## config.mk

```make
export PLATFORM = sky130hd
export DESIGN_NAME = imm_decode_stage
export DESIGN_NICKNAME = d
export VERILOG_FILES = /design/src/rtl/imm_decode_stage.sv
export SDC_FILE = /design/constraint.sdc
export NUM_CORES = 1
export LEC_CHECK = 0
export ABC_AREA = 1
export CAP_MARGIN = 20
export CORE_ASPECT_RATIO = 0.8
export CORE_MARGIN = 4
export CORE_UTILIZATION = 53
export CTS_CLUSTER_DIAMETER = 200
export CTS_CLUSTER_SIZE = 24
export DETAILED_ROUTE_END_ITERATION = 12
export PLACE_DENSITY = 0.86
export SLEW_MARGIN = 20
export SYNTH_ARGS = -nofsm -noshare
export SYNTH_HDL_FRONTEND = slang
export SYNTH_SLANG_ARGS = --single-unit
```

## constraint.sdc

```tcl
create_clock -name clk -period 12.6 [get_ports clk]
set_input_delay 1.89 -clock clk [delete_from_list [all_inputs] [get_ports clk]]
set_output_delay 1.89 -clock clk [all_outputs]
set_load 0.03 [all_outputs]
```

## src/rtl/imm_decode_stage.sv

```systemverilog
`default_nettype none
// ---------------------------------------------------------------------------
// imm_decode_stage : registered RV immediate decoder with 2-entry skid buffer
// Revision: 1.0
// ---------------------------------------------------------------------------
module imm_decode_stage #(
   parameter int XLEN   = 32,
   parameter int TAG_W  = 32,
   parameter int EN_CSR = 1
) (
   input  logic             clk,
   input  logic             rst,
   input  logic             flush,
   input  logic             in_valid,
   output logic             in_ready,
   input  logic [31:0]      in_instr,
   input  logic [TAG_W-1:0] in_tag,
   output logic             out_valid,
   input  logic             out_ready,
   output logic [XLEN-1:0]  out_imm,
   output logic [2:0]       out_fmt,
   output logic             out_illegal,
   output logic [TAG_W-1:0] out_tag
);

   localparam logic [2:0] c_FMT_NONE = 3'd0;
   localparam logic [2:0] c_FMT_I    = 3'd1;
   localparam logic [2:0] c_FMT_S    = 3'd2;
   localparam logic [2:0] c_FMT_B    = 3'd3;
   localparam logic [2:0] c_FMT_U    = 3'd4;
   localparam logic [2:0] c_FMT_J    = 3'd5;
   localparam logic [2:0] c_FMT_Z    = 3'd6;
   localparam logic [2:0] c_FMT_SH   = 3'd7;

   localparam logic [6:0] c_OP_IMM    = 7'b0010011;
   localparam logic [6:0] c_OP_IMM_32 = 7'b0011011;
   localparam logic [6:0] c_OP_LOAD   = 7'b0000011;
   localparam logic [6:0] c_OP_JALR   = 7'b1100111;
   localparam logic [6:0] c_OP_STORE  = 7'b0100011;
   localparam logic [6:0] c_OP_BRANCH = 7'b1100011;
   localparam logic [6:0] c_OP_JAL    = 7'b1101111;
   localparam logic [6:0] c_OP_LUI    = 7'b0110111;
   localparam logic [6:0] c_OP_AUIPC  = 7'b0010111;
   localparam logic [6:0] c_OP_SYSTEM = 7'b1110011;
   localparam logic [6:0] c_OP_REG    = 7'b0110011;
   localparam logic [6:0] c_OP_REG_32 = 7'b0111011;
   localparam logic [6:0] c_OP_FENCE  = 7'b0001111;

   logic [6:0]       opcode;
   logic [2:0]       funct3;
   logic [XLEN-1:0]  dec_imm;
   logic [2:0]       dec_fmt;
   logic             dec_illegal;

   logic             out_valid_q, out_valid_d;
   logic [XLEN-1:0]  out_imm_q, out_imm_d;
   logic [2:0]       out_fmt_q, out_fmt_d;
   logic             out_illegal_q, out_illegal_d;
   logic [TAG_W-1:0] out_tag_q, out_tag_d;
   logic             skid_valid_q, skid_valid_d;
   logic [XLEN-1:0]  skid_imm_q, skid_imm_d;
   logic [2:0]       skid_fmt_q, skid_fmt_d;
   logic             skid_illegal_q, skid_illegal_d;
   logic [TAG_W-1:0] skid_tag_q, skid_tag_d;

   assign opcode = in_instr[6:0];
   assign funct3 = in_instr[14:12];

   always_comb begin
      dec_imm     = '0;
      dec_fmt     = c_FMT_NONE;
      dec_illegal = 1'b0;
      case (opcode)
         c_OP_IMM: begin
            if (funct3[1:0] == 2'b01) begin
               dec_fmt     = c_FMT_SH;
               dec_imm     = XLEN'(in_instr[25:20]);
               dec_illegal = (XLEN == 32) && in_instr[25];
            end else begin
               dec_fmt = c_FMT_I;
               dec_imm = XLEN'($signed(in_instr[31:20]));
            end
         end
         c_OP_IMM_32: begin
            if (XLEN == 64) begin
               if (funct3[1:0] == 2'b01) begin
                  dec_fmt     = c_FMT_SH;
                  dec_imm     = XLEN'(in_instr[24:20]);
                  dec_illegal = in_instr[25];
               end else begin
                  dec_fmt = c_FMT_I;
                  dec_imm = XLEN'($signed(in_instr[31:20]));
               end
            end else begin
               dec_illegal = 1'b1;
            end
         end
         c_OP_LOAD, c_OP_JALR: begin
            dec_fmt = c_FMT_I;
            dec_imm = XLEN'($signed(in_instr[31:20]));
         end
         c_OP_STORE: begin
            dec_fmt = c_FMT_S;
            dec_imm = XLEN'($signed({in_instr[31:25], in_instr[11:7]}));
         end
         c_OP_BRANCH: begin
            dec_fmt = c_FMT_B;
            dec_imm = XLEN'($signed({in_instr[31], in_instr[7], in_instr[30:25],
                                     in_instr[11:8], 1'b0}));
         end
         c_OP_JAL: begin
            dec_fmt = c_FMT_J;
            dec_imm = XLEN'($signed({in_instr[31], in_instr[19:12], in_instr[20],
                                     in_instr[30:21], 1'b0}));
         end
         c_OP_LUI, c_OP_AUIPC: begin
            dec_fmt = c_FMT_U;
            dec_imm = XLEN'($signed({in_instr[31:12], 12'b0}));
         end
         c_OP_SYSTEM: begin
            if ((EN_CSR != 0) && funct3[2]) begin
               dec_fmt = c_FMT_Z;
               dec_imm = XLEN'(in_instr[19:15]);
            end
         end
         c_OP_REG, c_OP_REG_32, c_OP_FENCE: begin
            dec_illegal = 1'b0;
         end
         default: dec_illegal = 1'b1;
      endcase
   end

   // Skid is only ever loaded while the output register holds and does not drain;
   // once occupied, in_ready drops so the skid cannot be overwritten.
   always_comb begin
      out_valid_d    = out_valid_q;
      out_imm_d      = out_imm_q;
      out_fmt_d      = out_fmt_q;
      out_illegal_d  = out_illegal_q;
      out_tag_d      = out_tag_q;
      skid_valid_d   = skid_valid_q;
      skid_imm_d     = skid_imm_q;
      skid_fmt_d     = skid_fmt_q;
      skid_illegal_d = skid_illegal_q;
      skid_tag_d     = skid_tag_q;
      if (flush) begin
         out_valid_d  = 1'b0;
         skid_valid_d = 1'b0;
      end else if (!out_valid_q || out_ready) begin
         if (skid_valid_q) begin
            out_valid_d   = 1'b1;
            out_imm_d     = skid_imm_q;
            out_fmt_d     = skid_fmt_q;
            out_illegal_d = skid_illegal_q;
            out_tag_d     = skid_tag_q;
            skid_valid_d  = 1'b0;
         end else if (in_valid) begin
            out_valid_d   = 1'b1;
            out_imm_d     = dec_imm;
            out_fmt_d     = dec_fmt;
            out_illegal_d = dec_illegal;
            out_tag_d     = in_tag;
         end else begin
            out_valid_d   = 1'b0;
         end
      end else if (in_valid && !skid_valid_q) begin
         skid_valid_d   = 1'b1;
         skid_imm_d     = dec_imm;
         skid_fmt_d     = dec_fmt;
         skid_illegal_d = dec_illegal;
         skid_tag_d     = in_tag;
      end
   end

   always_ff @(posedge clk or posedge rst) begin
      if (rst) begin
         out_valid_q    <= 1'b0;
         out_imm_q      <= '0;
         out_fmt_q      <= c_FMT_NONE;
         out_illegal_q  <= 1'b0;
         out_tag_q      <= '0;
         skid_valid_q   <= 1'b0;
         skid_imm_q     <= '0;
         skid_fmt_q     <= c_FMT_NONE;
         skid_illegal_q <= 1'b0;
         skid_tag_q     <= '0;
      end else begin
         out_valid_q    <= out_valid_d;
         out_imm_q      <= out_imm_d;
         out_fmt_q      <= out_fmt_d;
         out_illegal_q  <= out_illegal_d;
         out_tag_q      <= out_tag_d;
         skid_valid_q   <= skid_valid_d;
         skid_imm_q     <= skid_imm_d;
         skid_fmt_q     <= skid_fmt_d;
         skid_illegal_q <= skid_illegal_d;
         skid_tag_q     <= skid_tag_d;
      end
   end

   assign in_ready    = ~skid_valid_q;
   assign out_valid   = out_valid_q;
   assign out_imm     = out_imm_q;
   assign out_fmt     = out_fmt_q;
   assign out_illegal = out_illegal_q;
   assign out_tag     = out_tag_q;

endmodule
`default_nettype wire
```

==> qor.csv <==
metric,value,unit
status,"finished, final reports clean",
Yosys top cell area share,51.8,%
Final ANT Viol Nets,0,
critical-path cell list,clkinv_2 -> clkdlybuf4s50_1,
final core occ,70.8,%
crit path DAT,2.61,ns
crit-path leading delay family,buffers and inverters,
max incr delay on CP,0.80,ns
core area,12300,um^2
routed len/inst,14.4,um
CP Launch Point,skid_valid_q,
Worst-path clk slew,0.06,ns
measured slew at the worst slew-check pin,0.921,ns
vias in the first global route,5645,
Crit path required time,10.71,ns
root buf cell,clkbuf_16,
Clock Tree Buf Depth,2,
element type at the critical path end,output pin,
CTS resizes,0,
DP Wirelength,11.3,mm
sequential area share after synthesis,51.8,%
WP depth,2,
Post-Syn Instances,882,
Final GP Congestion,0.918,
Final Cycle Share,35.7,%
Cell Rows,36,
power per cell area,150,nW/um^2
CP max FO,56,
Mapped Nets,951,
WHS Path Cells,2,
worst skew pair latency,0.42,ns
Hold/Removal Path Class,register to register,
CTS tree,built,
max cap viols,0,
DRT Wirelength,17.0,mm
pin count of the biggest net entering global routing,78,
Leak,0.00442,uW
clk sink count,138,
worst setup margin,8.10,ns
Post-synth EDFFs,0,
critical path's slowest cell,clkdlybuf4s50_1,
# DRC,0,
pre-CTS setup slack,7.88,ns
top-count cell post-synth,nand2_1,
worst setup path endpoint,in_ready,
initial drt markers,664,
r2r endpoint,out_fmt[0],
vias per inst,5.22,
post-synth cell types,24,
power after layout,1300,uW
fraction of layout cells with a size suffix above 1,4.46,%
Startpoint Class,register,
"Hold-fix buffers, CTS",0,
Final TNS setup,0,ns
Die H,108,um
I/O Buffers,138,
Critical R2R Launch,skid_valid_q,
drt pass-1 iters,5,
Final Instance Count excl. Fillers,1180,
# H-tree levels,4,
Die Area,14400,um^2
initial antenna violation count,1,
async set-or-reset flop fraction in the synthesized netlist,100,%
total track usage,24.0,%
RSZ-0062 raised after global routing,no,
first-pass GRT wire length,27.8,mm
Cells after DPL,1147,
syn_area_per_cell,7.56,um^2
total global routing overflow,0,
Nets,1064,
post-CTS setup buffers,0,
Rel. slew slack,38.6,%
Max Fclk,0.222,GHz
Slew Limit Fails,0,
R2R Setup Slk,9.24,ns
DR vias,6163,
worst vdd ir,0.0914,mV
Num CTS Buffers,17,
Final Hold Viols,0,
Die Width,133,um
Initial Util,54.4,%
IO Pins,139,
number of synthesized register bits,138,
most common flop cell mapped by yosys,dfrtp_1,
Yosys Warn Count,0,
reg2reg path depth,7,
Post-Route Skew,0.0117,ns
top post-synthesis cells by area,"dfrtp_1 (52%), nand2_1 (15%), nor2_1 (7.2%)",
commonest cells in the netlist,"nand2_1 (258), dfrtp_1 (138), nor2_1 (127)",
dominant cell type by area after synthesis,dfrtp_1,
final setup vio count,0,
Post-Syn Area,6670,um^2
Worst Path Buf+Inv,2,
Crit Path Class,register to output pin,
Tmin final,4.50,ns
Area growth syn-to-layout,30.1,%
==> registers in the layout, summed over array words and instances, names as in the netlist <==
register / cells
out_imm: 32
out_tag: 32
skid_imm_q: 32
skid_tag_q: 32
out_fmt: 3
skid_fmt_q: 3
out_illegal: 1
out_valid: 1
skid_illegal_q: 1
skid_valid_q: 1
==> logic make-up (layout without fill, tap and decap cells) <==
group,count (synthesis),count (layout),synth area share (%)
AO/OA/AOI/OAI,171,171,13.5
flip-flops,138,138,51.8
other,0,1,0
buffers and inverters,126,252,7.79
AND/OR/NAND/NOR,447,447,26.9
==> cell usage in the layout, fill, tap and decap left out, types with 8 or more instances in the layout <==
cell type          n
nand2_1          257
clkdlybuf4s50_1  138
dfrtp_1          138
nor2_1           127
o21ai_0           83
inv_1             74
nand3_1           43
o21ai_1           40
a31oi_1           24
a21oi_1           18
clkbuf_16         17
nand4_1            8
==> metal layers <==
| metal | part of all wire [%] | GRT usage, % | up-vias |
|---|---|---|---|
| met1 | 45 | 33.8 | 2825 |
| met4 | 2.2 | 8.66 | 0 |
| met5 | 0 | 0 | - |
| met2 | 46 | 37.2 | 258 |
| li1 | - | - | 3053 |
| met3 | 7.0 | 5.07 | 27 |
==> metrics by stage <==
stage          instance area, um^2  hold slack, ns
2_1_floorplan                 6670           0.437
3_3_place_gp                  8080           0.453
3_5_place_dp                  8080           0.456
4_1_cts                       8670           0.470
5_1_grt                       8670           0.495
6_report                      8670           0.471
==> cell type report <==
| class | instances | area [um^2] |
|---|---|---|
| Tap cell | 171 | 214 |
| Antenna cell | 1 | 2.50 |
| Timing Repair Buffer | 143 | 1420 |
| Multi-Input combinational cell | 618 | 2700 |
| Clock inverter | 13 | 145 |
| Clock buffer | 19 | 443 |
| Inverter | 77 | 295 |
| Fill cell | 987 | 3580 |
| Sequential cell | 138 | 3450 |
==> worst register-to-register path, cell delays in order (launching register included) <==
cell,delay (ns)
dfrtp_1,0.68
clkinv_2,0.71
a21oi_1,0.47
nand2_4,0.36
buf_4,0.51
a21oi_1,0.30
o21ai_0,0.15
nand2_1,0.10
==> power by group <==
group          switching, uW  internal [uW]  total [uW]
logic                    145            106         252
clock network            193            298         491
registers               39.9            518         558
total                    378            922        1300
==> how the worst min path moves through the flow <==
stage | startpoint | to | slack (ns)
after floorplan | skid_fmt_q[2] | skid_fmt_q[2] | 0.44
after global placement | skid_fmt_q[2] | skid_fmt_q[2] | 0.45
after detailed placement | skid_fmt_q[2] | skid_fmt_q[2] | 0.46
after CTS | skid_fmt_q[2] | skid_fmt_q[2] | 0.47
after global routing | skid_fmt_q[2] | skid_fmt_q[2] | 0.50
final | skid_fmt_q[2] | skid_fmt_q[2] | 0.47
(Power assumes the default switching activity.)
